$ cat src/rtl/mem_port_arbiter.sv
// -----------------------------------------------------------------------------
// mem_port_arbiter
//
// Shares data-memory port B between the CPU load/store stage and the DMA/loader
// engine (UART program download, VGA buffer fill). At most one master is
// granted per cycle using bounded round-robin: the last owner keeps the port
// while the other master is also requesting until it has taken MAX_BURST
// consecutive grants, then ownership flips. Read data is captured at the end of
// the grant cycle and returned to the owning master one cycle later.
//
// Parameters:
//   DATA_W    - address / data width in bits
//   MAX_BURST - consecutive grants allowed under contention (1..15)
//
// Ports:
//   clk, reset                       - rising-edge clock, async active-low reset
//   CpuReq/CpuWe/CpuAddr/CpuWdata    - CPU request bundle (held until granted)
//   CpuGnt/CpuStall                  - CPU accepted this cycle / CPU waiting
//   CpuRvalid/CpuRdata               - CPU read return (cycle after grant)
//   DmaReq/DmaWe/DmaAddr/DmaWdata    - DMA request bundle
//   DmaGnt/DmaRvalid/DmaRdata        - DMA grant and read return
//   MemAddress/MemWriteData/MemWriteEn/MemReadData - memory port B
//   Owner                            - 00 idle, 01 CPU, 10 DMA (this cycle)
//   DmaFault                         - guarded DMA access flag (option only)
//
// Build option ARB_DMA_MMIO_GUARD_EN: DMA accesses to 0xFFFFxxxx are granted
// and consumed but never write memory and read back zero; DmaFault pulses in
// the cycle after each such access.
// -----------------------------------------------------------------------------
module mem_port_arbiter #(
  parameter int DATA_W    = 32,
  parameter int MAX_BURST = 4
) (
  input  logic              clk,
  input  logic              reset,
  input  logic              CpuReq,
  input  logic              CpuWe,
  input  logic [DATA_W-1:0] CpuAddr,
  input  logic [DATA_W-1:0] CpuWdata,
  output logic              CpuGnt,
  output logic              CpuStall,
  output logic              CpuRvalid,
  output logic [DATA_W-1:0] CpuRdata,
  input  logic              DmaReq,
  input  logic              DmaWe,
  input  logic [DATA_W-1:0] DmaAddr,
  input  logic [DATA_W-1:0] DmaWdata,
  output logic              DmaGnt,
  output logic              DmaRvalid,
  output logic [DATA_W-1:0] DmaRdata,
  output logic [DATA_W-1:0] MemAddress,
  output logic [DATA_W-1:0] MemWriteData,
  output logic              MemWriteEn,
  input  logic [DATA_W-1:0] MemReadData,
`ifdef ARB_DMA_MMIO_GUARD_EN
  output logic              DmaFault,
`endif
  output logic [1:0]        Owner
);

  localparam logic [1:0] OWN_IDLE = 2'b00;
  localparam logic [1:0] OWN_CPU  = 2'b01;
  localparam logic [1:0] OWN_DMA  = 2'b10;

  localparam logic MST_CPU = 1'b0;
  localparam logic MST_DMA = 1'b1;

  localparam logic [3:0] BURST_LIMIT = 4'(MAX_BURST);
  localparam logic [3:0] BURST_SAT   = 4'hf;

  logic              last_owner;
  logic [3:0]        burst_cnt;
  logic              rd_pend;
  logic              rd_tag;
  logic [DATA_W-1:0] cpu_rdata_q;
  logic [DATA_W-1:0] dma_rdata_q;

  logic [1:0]        grant;
  logic              cpu_gnt;
  logic              dma_gnt;
  logic              cpu_rd;
  logic              dma_rd;
  logic              mmio_hit;

  // Grant decision. Reset is folded in so grants drop the moment reset is
  // asserted rather than at the next edge.
  // NOTE: every variable assigned in always_comb gets a default first, so no
  // path can leave it unassigned and infer a latch.
  always_comb begin
    grant = OWN_IDLE;
    if (reset) begin
      if (CpuReq && DmaReq) begin
        if (burst_cnt < BURST_LIMIT)
          grant = (last_owner == MST_DMA) ? OWN_DMA : OWN_CPU;
        else
          grant = (last_owner == MST_DMA) ? OWN_CPU : OWN_DMA;
      end else if (CpuReq) begin
        grant = OWN_CPU;
      end else if (DmaReq) begin
        grant = OWN_DMA;
      end
    end
  end

  assign cpu_gnt = (grant == OWN_CPU);
  assign dma_gnt = (grant == OWN_DMA);
  assign cpu_rd  = cpu_gnt & ~CpuWe;
  assign dma_rd  = dma_gnt & ~DmaWe;

`ifdef ARB_DMA_MMIO_GUARD_EN
  assign mmio_hit = dma_gnt & (DmaAddr[31:16] == 16'hffff);
`else
  assign mmio_hit = 1'b0;
`endif

  assign CpuGnt   = cpu_gnt;
  assign DmaGnt   = dma_gnt;
  assign CpuStall = CpuReq & ~cpu_gnt;
  assign Owner    = grant;

  assign MemAddress   = cpu_gnt ? CpuAddr  : (dma_gnt ? DmaAddr  : '0);
  assign MemWriteData = cpu_gnt ? CpuWdata : (dma_gnt ? DmaWdata : '0);
  assign MemWriteEn   = (cpu_gnt & CpuWe) | (dma_gnt & DmaWe & ~mmio_hit);

  // Return path is steered by the tag of the read that was granted last cycle,
  // not by whoever holds the port now, so a new grant cannot steal it.
  assign CpuRvalid = rd_pend & (rd_tag == MST_CPU);
  assign DmaRvalid = rd_pend & (rd_tag == MST_DMA);
  assign CpuRdata  = cpu_rdata_q;
  assign DmaRdata  = dma_rdata_q;

  // NOTE: sequential state uses non-blocking assignments so every register
  // samples the pre-edge values, independent of statement order.
  // NOTE: the read-data holding registers are reset as well because the
  // masters observe them directly and must see zero out of reset.
  always_ff @(posedge clk or negedge reset) begin
    if (!reset) begin
      last_owner  <= MST_CPU;
      burst_cnt   <= '0;
      rd_pend     <= 1'b0;
      rd_tag      <= MST_CPU;
      cpu_rdata_q <= '0;
      dma_rdata_q <= '0;
    end else begin
      if (grant == OWN_IDLE) begin
        burst_cnt <= '0;
      end else if (dma_gnt == last_owner) begin
        if (burst_cnt != BURST_SAT) burst_cnt <= burst_cnt + 4'd1;
      end else begin
        last_owner <= dma_gnt;
        burst_cnt  <= 4'd1;
      end

      rd_pend <= cpu_rd | dma_rd;
      rd_tag  <= dma_gnt ? MST_DMA : MST_CPU;
      if (cpu_rd) cpu_rdata_q <= MemReadData;
      if (dma_rd) dma_rdata_q <= mmio_hit ? '0 : MemReadData;
    end
  end

`ifdef ARB_DMA_MMIO_GUARD_EN
  logic fault_q;

  always_ff @(posedge clk or negedge reset) begin
    if (!reset) fault_q <= 1'b0;
    else        fault_q <= mmio_hit;
  end

  assign DmaFault = fault_q;
`endif

endmodule

$ cat config.mk
export PLATFORM = sky130hd
export DESIGN_NAME = mem_port_arbiter
export DESIGN_NICKNAME = d
export VERILOG_FILES = /design/src/rtl/mem_port_arbiter.sv
export SDC_FILE = /design/constraint.sdc
export NUM_CORES = 1
export LEC_CHECK = 0
export CORE_AREA = 2 2 119 121
export CTS_CLUSTER_SIZE = 30
export DETAILED_ROUTE_END_ITERATION = 8
export DIE_AREA = 0 0 121 123
export DONT_BUFFER_PORTS = 1
export PLACE_DENSITY = 0.51
export SLEW_MARGIN = 20
export SYNTH_ARGS = -nofsm -noshare
export SYNTH_HDL_FRONTEND = slang
export SYNTH_SLANG_ARGS = --single-unit
export TNS_END_PERCENT = 50
$ cat constraint.sdc
create_clock -name clk -period 3.05 [get_ports clk]
set_input_delay 0.61 -clock clk [delete_from_list [all_inputs] [get_ports clk]]
set_output_delay 0.61 -clock clk [all_outputs]
set_load 0.05 [all_outputs]
After elaboration in Yosys (flattened, before gate mapping)
Cells that the tools add are included.
{"block": "word_totals", "n_memories": 0, "ff_bits": 71, "rom_bits": 0, "mem_bits_rw": 0, "latch_bits": 0, "word_cells": 46, "in_bits": 166}
{"block": "classes", "n_lt_le_gt_ge": 1, "shift": 0, "n_div": 0, "multipliers": 0, "bitwise_logic": 15, "eq_ne": 5, "n_reduce_logical": 3, "addsub": 1, "mux": 15}
{"cell": "32-bit two-way mux", "count": 4}
{"cell": "2-bit two-way mux", "count": 7}
{"cell": "4-bit two-way mux", "count": 3}
{"cell": "1-bit bitwise AND", "count": 7}
{"cell": "1-bit inverter", "count": 6}
{"cell": "4-bit by 1-bit adder with 4-bit output (second input constant)", "count": 1}
{"cell": "4-bit by 3-bit < comparator with 1-bit output (second input constant)", "count": 1}
{"cell": "4-bit != test (second input constant)", "count": 1}
{"cell": "3-bit by 2-bit != test with 1-bit output (second input constant)", "count": 1}
{"cell": "2-bit by 1-bit == test with 1-bit output (second input constant)", "count": 1}
{"cell": "2-bit == test (second input constant)", "count": 1}
{"cell": "2-bit logical NOT", "count": 1}
{"cell": "1-bit OR", "count": 2}
{"cell": "2-bit AND reduction", "count": 1}
{"cell": "1-bit == test", "count": 1}
{"cell": "1-bit logical AND", "count": 1}
{"cell": "1-bit two-way mux", "count": 1}

Longest topological paths before layout
Gate-level depths: netlist of the first run.
{"block": "logic_depth", "depth_word": 8, "ltp_mapped": 7, "ltp_nobuf": 4}

Worst setup path after synthesis of the first run
OpenSTA, ideal clock, no wires.
{"block": "synth_timing", "path_kind": "input port to output port", "start": "input port CpuReq", "end": "output port MemWriteData[21]", "cell_stages": 6, "path_slack_ns": 0.247, "required_time_ns": 2.440, "arrival_time_ns": 2.193, "path_buffers": 3, "cell_sequence": "clkbuf_2 -> or4b_4 -> and4_1 -> clkbuf_1 -> buf_2 -> a22o_1"}
{"block": "synth_via", "elab_chain_len": 6, "elab_cells_between_ends": 8}
{"element": "start: declaration", "line": "36", "rtl": "input logic CpuReq,"}
{"element": "2-bit two-way mux or 1-bit logical AND (tied branches)", "line": "97, 92"}
{"element": "2-bit two-way mux (*)", "line": "92", "rtl": "if (CpuReq && DmaReq) begin"}
{"element": "2-bit two-way mux (*)", "line": "91", "rtl": "if (reset) begin"}
{"element": "net Owner[1]", "line": "58", "rtl": "output logic [1:0] Owner"}
{"element": "2-bit == test", "line": "106", "rtl": "assign dma_gnt = (grant == OWN_DMA);"}
{"element": "32-bit two-way mux", "line": "122", "rtl": "assign MemWriteData = cpu_gnt ? CpuWdata : (dma_gnt ? DmaWdata : '0);"}
{"element": "32-bit two-way mux (*)", "line": "122"}
{"element": "end: declaration", "line": "52", "rtl": "output logic [DATA_W-1:0] MemWriteData,"}
The timed path passes the listed nets; every way through them passes the cells marked *.

Worst setup path in the final report of the first run
{"block": "layout_timing", "start": "register burst_cnt[2]", "end": "output port MemWriteData[25]"}
{"block": "layout_via", "elab_chain_len": 7, "elab_cells_between_ends": 8}
{"element": "start: declaration", "line": "72", "rtl": "logic [3:0] burst_cnt;"}
{"element": "start signal: assignment", "line": "148", "rtl": "if (burst_cnt != BURST_SAT) burst_cnt <= burst_cnt + 4'd1;"}
{"element": "4-bit by 3-bit < comparator with 1-bit output (*)", "line": "93", "rtl": "if (burst_cnt < BURST_LIMIT)"}
{"element": "2-bit two-way mux (*)", "line": "93"}
{"element": "2-bit two-way mux (*)", "line": "92"}
{"element": "2-bit two-way mux (*)", "line": "91"}
{"element": "2-bit == test", "line": "106"}
{"element": "32-bit two-way mux", "line": "122"}
{"element": "32-bit two-way mux (*)", "line": "122"}
Every way passes the cells marked *; elsewhere a longest branch is shown, timed or not.

==> results of run 1 <==
[power groups by stage]
| stage | registers (W) | logic (W) | clock network, W |
|---|---|---|---|
| 4_1_cts | 0.00214 | 0.000966 | 0.00114 |
| 2_1_floorplan | 0.00209 | 0.000635 | 0 |
| 3_3_place_gp | 0.00215 | 0.000921 | 0 |
| 6_report | 0.00213 | 0.000954 | 0.00111 |
| 5_1_grt | 0.00217 | 0.00100 | 0.00119 |
| 3_5_place_dp | 0.00215 | 0.000941 | 0 |
[state kept, by name, summed over array words and instances (netlist names)]
signal      count
CpuRdata       32
last_owner      1
rd_tag          1
rd_pend         1
burst_cnt       4
DmaRdata       32
[cell families after synthesis]
family	share of synthesized area, %
mux	21.3
xor+xnor	0.248
buf+inv	5.32
flops	50.4
compound gates	18.7
fa+ha+maj	0.355
simple gates	3.62
[worst reg2reg max path, delay by kind of cell, from the launching register on]
kind / cells / cell delay (ns)
buf+inv: 1 / 0.43
flops: 1 / 0.46
mux: 1 / 0.42
simple gates: 1 / 0.43
compound gates: 1 / 0.29
[layout by cell type, fill, tap and decap left out, types with 3 or more instances in the layout]
cell / synthesis / final
mux2_1: 10 / 10
diode_2: 0 / 3
nor2_1: 4 / 4
a22o_1: 65 / 64
nand2_1: 3 / 3
buf_4: 4 / 28
buf_12: 0 / 43
clkbuf_16: 0 / 9
dfrtp_1: 71 / 70
mux2_2: 55 / 55
[what timing repair did]
action,4_1_cts,5_1_grt
hold buffers,1,0
resized for setup,0,2
endpoints found under the setup margin,0,4
hold endpoints to repair,71,0
buffers inserted,0,0
[final timing paths]
kind / startpoint / to / slack, ns / cells past startpoint
setup reg to reg: burst_cnt[2] / CpuRdata[16] / 0.91 / 4
setup / recovery: burst_cnt[2] / MemWriteData[25] / 0.1 / 6
min in group clk: MemReadData[5] / CpuRdata[5] / 0.42 / 1
hold reg to reg: burst_cnt[1] / burst_cnt[1] / 0.59 / 2
max in group asynchronous: reset / DmaRdata[13] / 2.59 / 1
hold / removal: reset / CpuRdata[29] / 0.17 / 1
[per-stage QoR]
stage                     total power [W]  util, %  cells
after floorplan                   0.00272        -    263
after global placement            0.00307     34.1    489
after detailed placement          0.00309     34.1    489
after CTS                         0.00425     36.7    506
after global routing              0.00436     36.7    507
final                             0.00420     36.8    509
[layout make-up]
class	count	area (µm²)	share of cell area [%]
antenna	3	7.51	0.150
clock buffer	11	243	4.85
clock inverter	5	81.3	1.63
inverter	2	7.51	0.150
multi-input combinational	165	1560	31.3
sequential	71	1780	35.5
tap	180	225	4.50
timing repair buffer	72	1100	21.9
[per-layer routing]
metal	track usage, %	wire [µm]	part of all wire [%]	up-vias
met2	32.0	7520	52	169
li1	-	-	-	1130
met5	0	0	0	-
met1	18.1	4660	32	1276
met3	13.3	2290	16	5
met4	3.42	55	0.38	0
==> results.sh, run 1 <==
export IMPL_status="completed"
export IMPL_relSlewSlack_pct=34.9
export IMPL_drv_cap=0
export IMPL_seqPwrFrac_pct=50.8
export IMPL_drt_initial_drc_count=96
export IMPL_cts_buffers=9
export IMPL_root_buffer="clkbuf_16"
export IMPL_cp_end_kind="primary output"
export IMPL_cts_buffer_depth=2
export IMPL_crit_slowest_cell="dfrtp_2"
export IMPL_yosysWarnings=0
export IMPL_synth_top_flop_cell="dfrtp_1"
export IMPL_grt_max_degree=72
export IMPL_hpwl_mm=11.8
export IMPL_wl_per_cell_um=28.6
export IMPL_grt_pass1_vias=2667
export IMPL_ir_worst_vdd_v=0.000535
export IMPL_yosysSeqAreaShare_pct=50.4
export IMPL_netlist_area_leader_share_pct=50.4
export IMPL_finalHoldViolations=0
export IMPL_fp_dieW_um=121
export IMPL_critPathKind="reg2out"
export IMPL_synthTopCellsByCount="dfrtp_1 (71), a22o_1 (65), mux2_2 (55), mux2_1 (10)"
export IMPL_cpMostUsedCell="buf_12"
export IMPL_wl_mm=14.5
export IMPL_cp_arrival_ns=2.34
export IMPL_port_buffers=0
export IMPL_switching_power_w=0.00186
export IMPL_grt_pass1_wl_mm=19.3
export IMPL_fin_crit_sh_pct=96.8
export IMPL_crit_chain="or3_4, a31o_2, inv_2, buf_12, a22o_1, buf_12"
export IMPL_fillers=1313
export IMPL_numClockSinks=71
export IMPL_finalClockSkew_ns=0.00275
export IMPL_layout_nets=488
export IMPL_cp_max_fo=66
export IMPL_die_y_um=123
export IMPL_htree_levels=3
export IMPL_clk_pin_slew_ns=0.06
export IMPL_synth_seq_cells=71
export IMPL_powerDensity_nw_per_um2=839
export IMPL_worst_path_buf_inv=3
export IMPL_tightest_slew_ns=0.975
export IMPL_rsz0062_at_grt="no"
export IMPL_start_kind="flop"
export IMPL_setup_viol=0
export IMPL_worst_hold_slack_ns=0.170
export IMPL_intPower_w=0.00234
export IMPL_finalWorstSetupSlack_ns=0.0975
export IMPL_syn_num_nets=430
export IMPL_crit_family="compound AO/OA/AOI/OAI gates"
export IMPL_postPlaceCellArea_um2=4640
export IMPL_synthArstFlopShare_pct=100
export IMPL_fmaxAchievable_ghz=0.339
export IMPL_clock_latency_ns=0.32
export IMPL_place_gp_congestion=0.787
export IMPL_sw_frac_of_total_pct=44.3
export IMPL_syn_inst=263
export IMPL_pre_cts_ws_ns=0.392
export IMPL_initial_core_util_pct=25.9
export IMPL_tns_ns=0
export IMPL_cts_tree="done"
export IMPL_fp_coreArea_um2=13600
export IMPL_period_minus_slack_ns=2.95
export IMPL_drtAntennaViolNets=0
export IMPL_drive_gt1_share_pct=46.3
export IMPL_overflow=0
export IMPL_rows=43
export IMPL_synthMostInstantiatedCell="dfrtp_1"
export IMPL_slew_violations=0
export IMPL_post_route_drc_count=0
export IMPL_hp_class="in2async"
export IMPL_grtUsageTotal_pct=18.5
export IMPL_synth_edff_count=0
export IMPL_pwr_share_comb_pct=22.7
export IMPL_clkPwrFrac_pct=26.5
export IMPL_syn_area_um2=3530
export IMPL_first_pass_iters=4
export IMPL_avgSynthCellArea_um2=13.4
export IMPL_synthToLayoutAreaGrowth_pct=41.9
export IMPL_ios=302
export IMPL_power_leakage_nw=2.15
export IMPL_synth_cell_types=31
export IMPL_routed_via_density=5.07
export IMPL_synth_largest_area_cell="dfrtp_1"
export IMPL_die_area_um2=14900
export IMPL_vias=2580
export IMPL_finish_instance_area_um2=5000
export IMPL_max_stage_delay_ns=0.46
export IMPL_synth_area_leaders="dfrtp_1 (50%), mux2_2 (18%), a22o_1 (16%)"
export IMPL_cp_required_ns=2.44
export IMPL_grt_antenna_before_repair=3
Power figures use the tool's default switching activity.
==> run 2: changes to the inputs <==
--- a/config.mk
+++ b/config.mk
@@ -5,12 +5,13 @@
 export SDC_FILE = /design/constraint.sdc
 export NUM_CORES = 1
 export LEC_CHECK = 0
-export CORE_AREA = 2 2 119 121
+export CORE_AREA = 2 2 116 118
 export CTS_CLUSTER_SIZE = 30
 export DETAILED_ROUTE_END_ITERATION = 8
-export DIE_AREA = 0 0 121 123
+export DIE_AREA = 0 0 118 120
 export DONT_BUFFER_PORTS = 1
-export PLACE_DENSITY = 0.51
+export GPL_ROUTABILITY_DRIVEN = 1
+export PLACE_DENSITY = 0.53
 export SLEW_MARGIN = 20
 export SYNTH_ARGS = -nofsm -noshare
 export SYNTH_HDL_FRONTEND = slang
==> results.sh, run 2 (synthesis gave the netlist of run 1 again) <==
export IMPL_status="completed"
export IMPL_cp_max_fo=67
export IMPL_clk_pin_slew_ns=0.06
export IMPL_cp_arrival_ns=2.37
export IMPL_rows=42
export IMPL_rsz0062_at_grt="no"
export IMPL_root_buffer="clkbuf_16"
export IMPL_hp_class="in2async"
export IMPL_cp_end_kind="primary output"
export IMPL_relSlewSlack_pct=53.7
export IMPL_start_kind="flop"
export IMPL_place_gp_congestion=0.882
export IMPL_layout_commonest_cell="dfrtp_1"
export IMPL_pre_cts_ws_ns=0.327
export IMPL_overflow=0
export IMPL_cp_required_ns=2.44
export IMPL_ios=302
export IMPL_numClockSinks=71
export IMPL_first_pass_iters=5
export IMPL_wl_mm=14.4
export IMPL_postCtsSetupBuffers=0
export IMPL_wl_per_cell_um=28.7
export IMPL_cts_buffers=9
export IMPL_grt_max_degree=72
export IMPL_layout_nets=486
export IMPL_fin_crit_sh_pct=97.8
export IMPL_ir_worst_vdd_v=0.000432
export IMPL_critPathKind="reg2out"
export IMPL_fmaxAchievable_ghz=0.335
export IMPL_tns_ns=0
export IMPL_htree_levels=3
export IMPL_finalHoldViolations=0
export IMPL_drtAntennaViolNets=0
export IMPL_die_area_um2=14200
export IMPL_clock_latency_ns=0.33
export IMPL_synthToLayoutAreaGrowth_pct=32.0
export IMPL_tightest_slew_ns=0.694
export IMPL_cts_buffer_depth=2
export IMPL_vias=2695
export IMPL_total_power_w=0.00409
export IMPL_hpwl_mm=11.6
export IMPL_fp_coreArea_um2=13000
export IMPL_final_cell_mix="dfrtp_1 (70), a22o_1 (59), mux2_2 (55)"
export IMPL_drt_initial_drc_count=127
export IMPL_power_leakage_nw=2.05
export IMPL_drv_cap=0
export IMPL_period_minus_slack_ns=2.98
export IMPL_routed_via_density=5.37
export IMPL_die_y_um=120
export IMPL_grt_pass1_wl_mm=19.4
export IMPL_initial_core_util_pct=27.2
export IMPL_finish_instance_area_um2=4650
export IMPL_postPlaceCellArea_um2=4300
export IMPL_fp_dieW_um=118
export IMPL_cts_tree="done"
export IMPL_setup_viol=0
export IMPL_drive_gt1_share_pct=47.7
export IMPL_grt_antenna_before_repair=4
export IMPL_post_route_drc_count=0
export IMPL_powerDensity_nw_per_um2=878
export IMPL_grtUsageTotal_pct=19.5
export IMPL_finalClockSkew_ns=0.00359
export IMPL_port_buffers=0
export IMPL_finalWorstSetupSlack_ns=0.0659
export IMPL_grt_pass1_vias=2648
export IMPL_slew_violations=0
==> run 2: cell count changes in the layout (fill, tap and decap cells not counted), sizes merged <==
cell,delta
clkinv,+1
clkbuf,-2
buf,-2
==> run 2: layout make-up <==
class                   instances  area [µm²]
clock buffers                   9         225
diodes                          3        7.51
well taps                     176         220
fillers                      1292        8330
clock inverters                 6        86.3
flip-flops and latches         71        1780
multi-input cells             165        1570
inverters                       2        7.51
repair buffers                 70         758
==> run 2: layer usage <==
| layer | vias up | global-route usage, % | part of all wire (%) |
|---|---|---|---|
| met2 | 195 | 31.3 | 49 |
| li1 | 1122 | - | - |
| met5 | - | 0 | 0.090 |
| met1 | 1346 | 21.3 | 35 |
| met4 | 2 | 7.38 | 2.7 |
| met3 | 30 | 11.2 | 13 |
==> run 2: final timing paths <==
check                                   from            end  slack [ns]  cells past startpoint
worst max-delay path            burst_cnt[2]  MemAddress[0]        0.07                      5
worst min-delay path                   reset   CpuRdata[20]        0.17                      1
worst max register to register  burst_cnt[2]   CpuRdata[17]        0.95                      4
worst min register to register  burst_cnt[1]   burst_cnt[1]        0.61                      2
max in group asynchronous              reset   burst_cnt[2]        2.61                      1
min in group clk                       reset   burst_cnt[0]        0.41                      1
==> run 2: stage by stage <==
step / cells / utilization, % / hold slack (ns)
final: 502 / 35.8 / 0.170
after global routing: 501 / 35.8 / 0.180
after CTS: 499 / 35.7 / 0.172
after detailed placement: 483 / 33.1 / 0.316
after global placement: 483 / 33.1 / 0.316
after floorplan: 263 / - / 0.314
==> run 2: worst max-delay path, cell delays in order (launching register included) <==
cell	delay [ns]
dfrtp_2	0.46
or4b_4	0.56
and4_2	0.27
buf_12	0.20
a22o_2	0.33
buf_12	0.17
==> run 2: repair_timing <==
action | 4_1_cts | 5_1_grt
setup endpoints to repair | 2 | 12
endpoints found under the hold margin | 71 | 0
resized for setup | 2 | 5
hold buffers | 1 | 0
==> run 2: power by group <==
group	leakage, nW	internal [W]	switching (W)
clock network	0.151	0.000709	0.000380
registers	0.850	0.00116	0.000977
logic	1.05	0.000372	0.000493
total	2.05	0.00224	0.00185
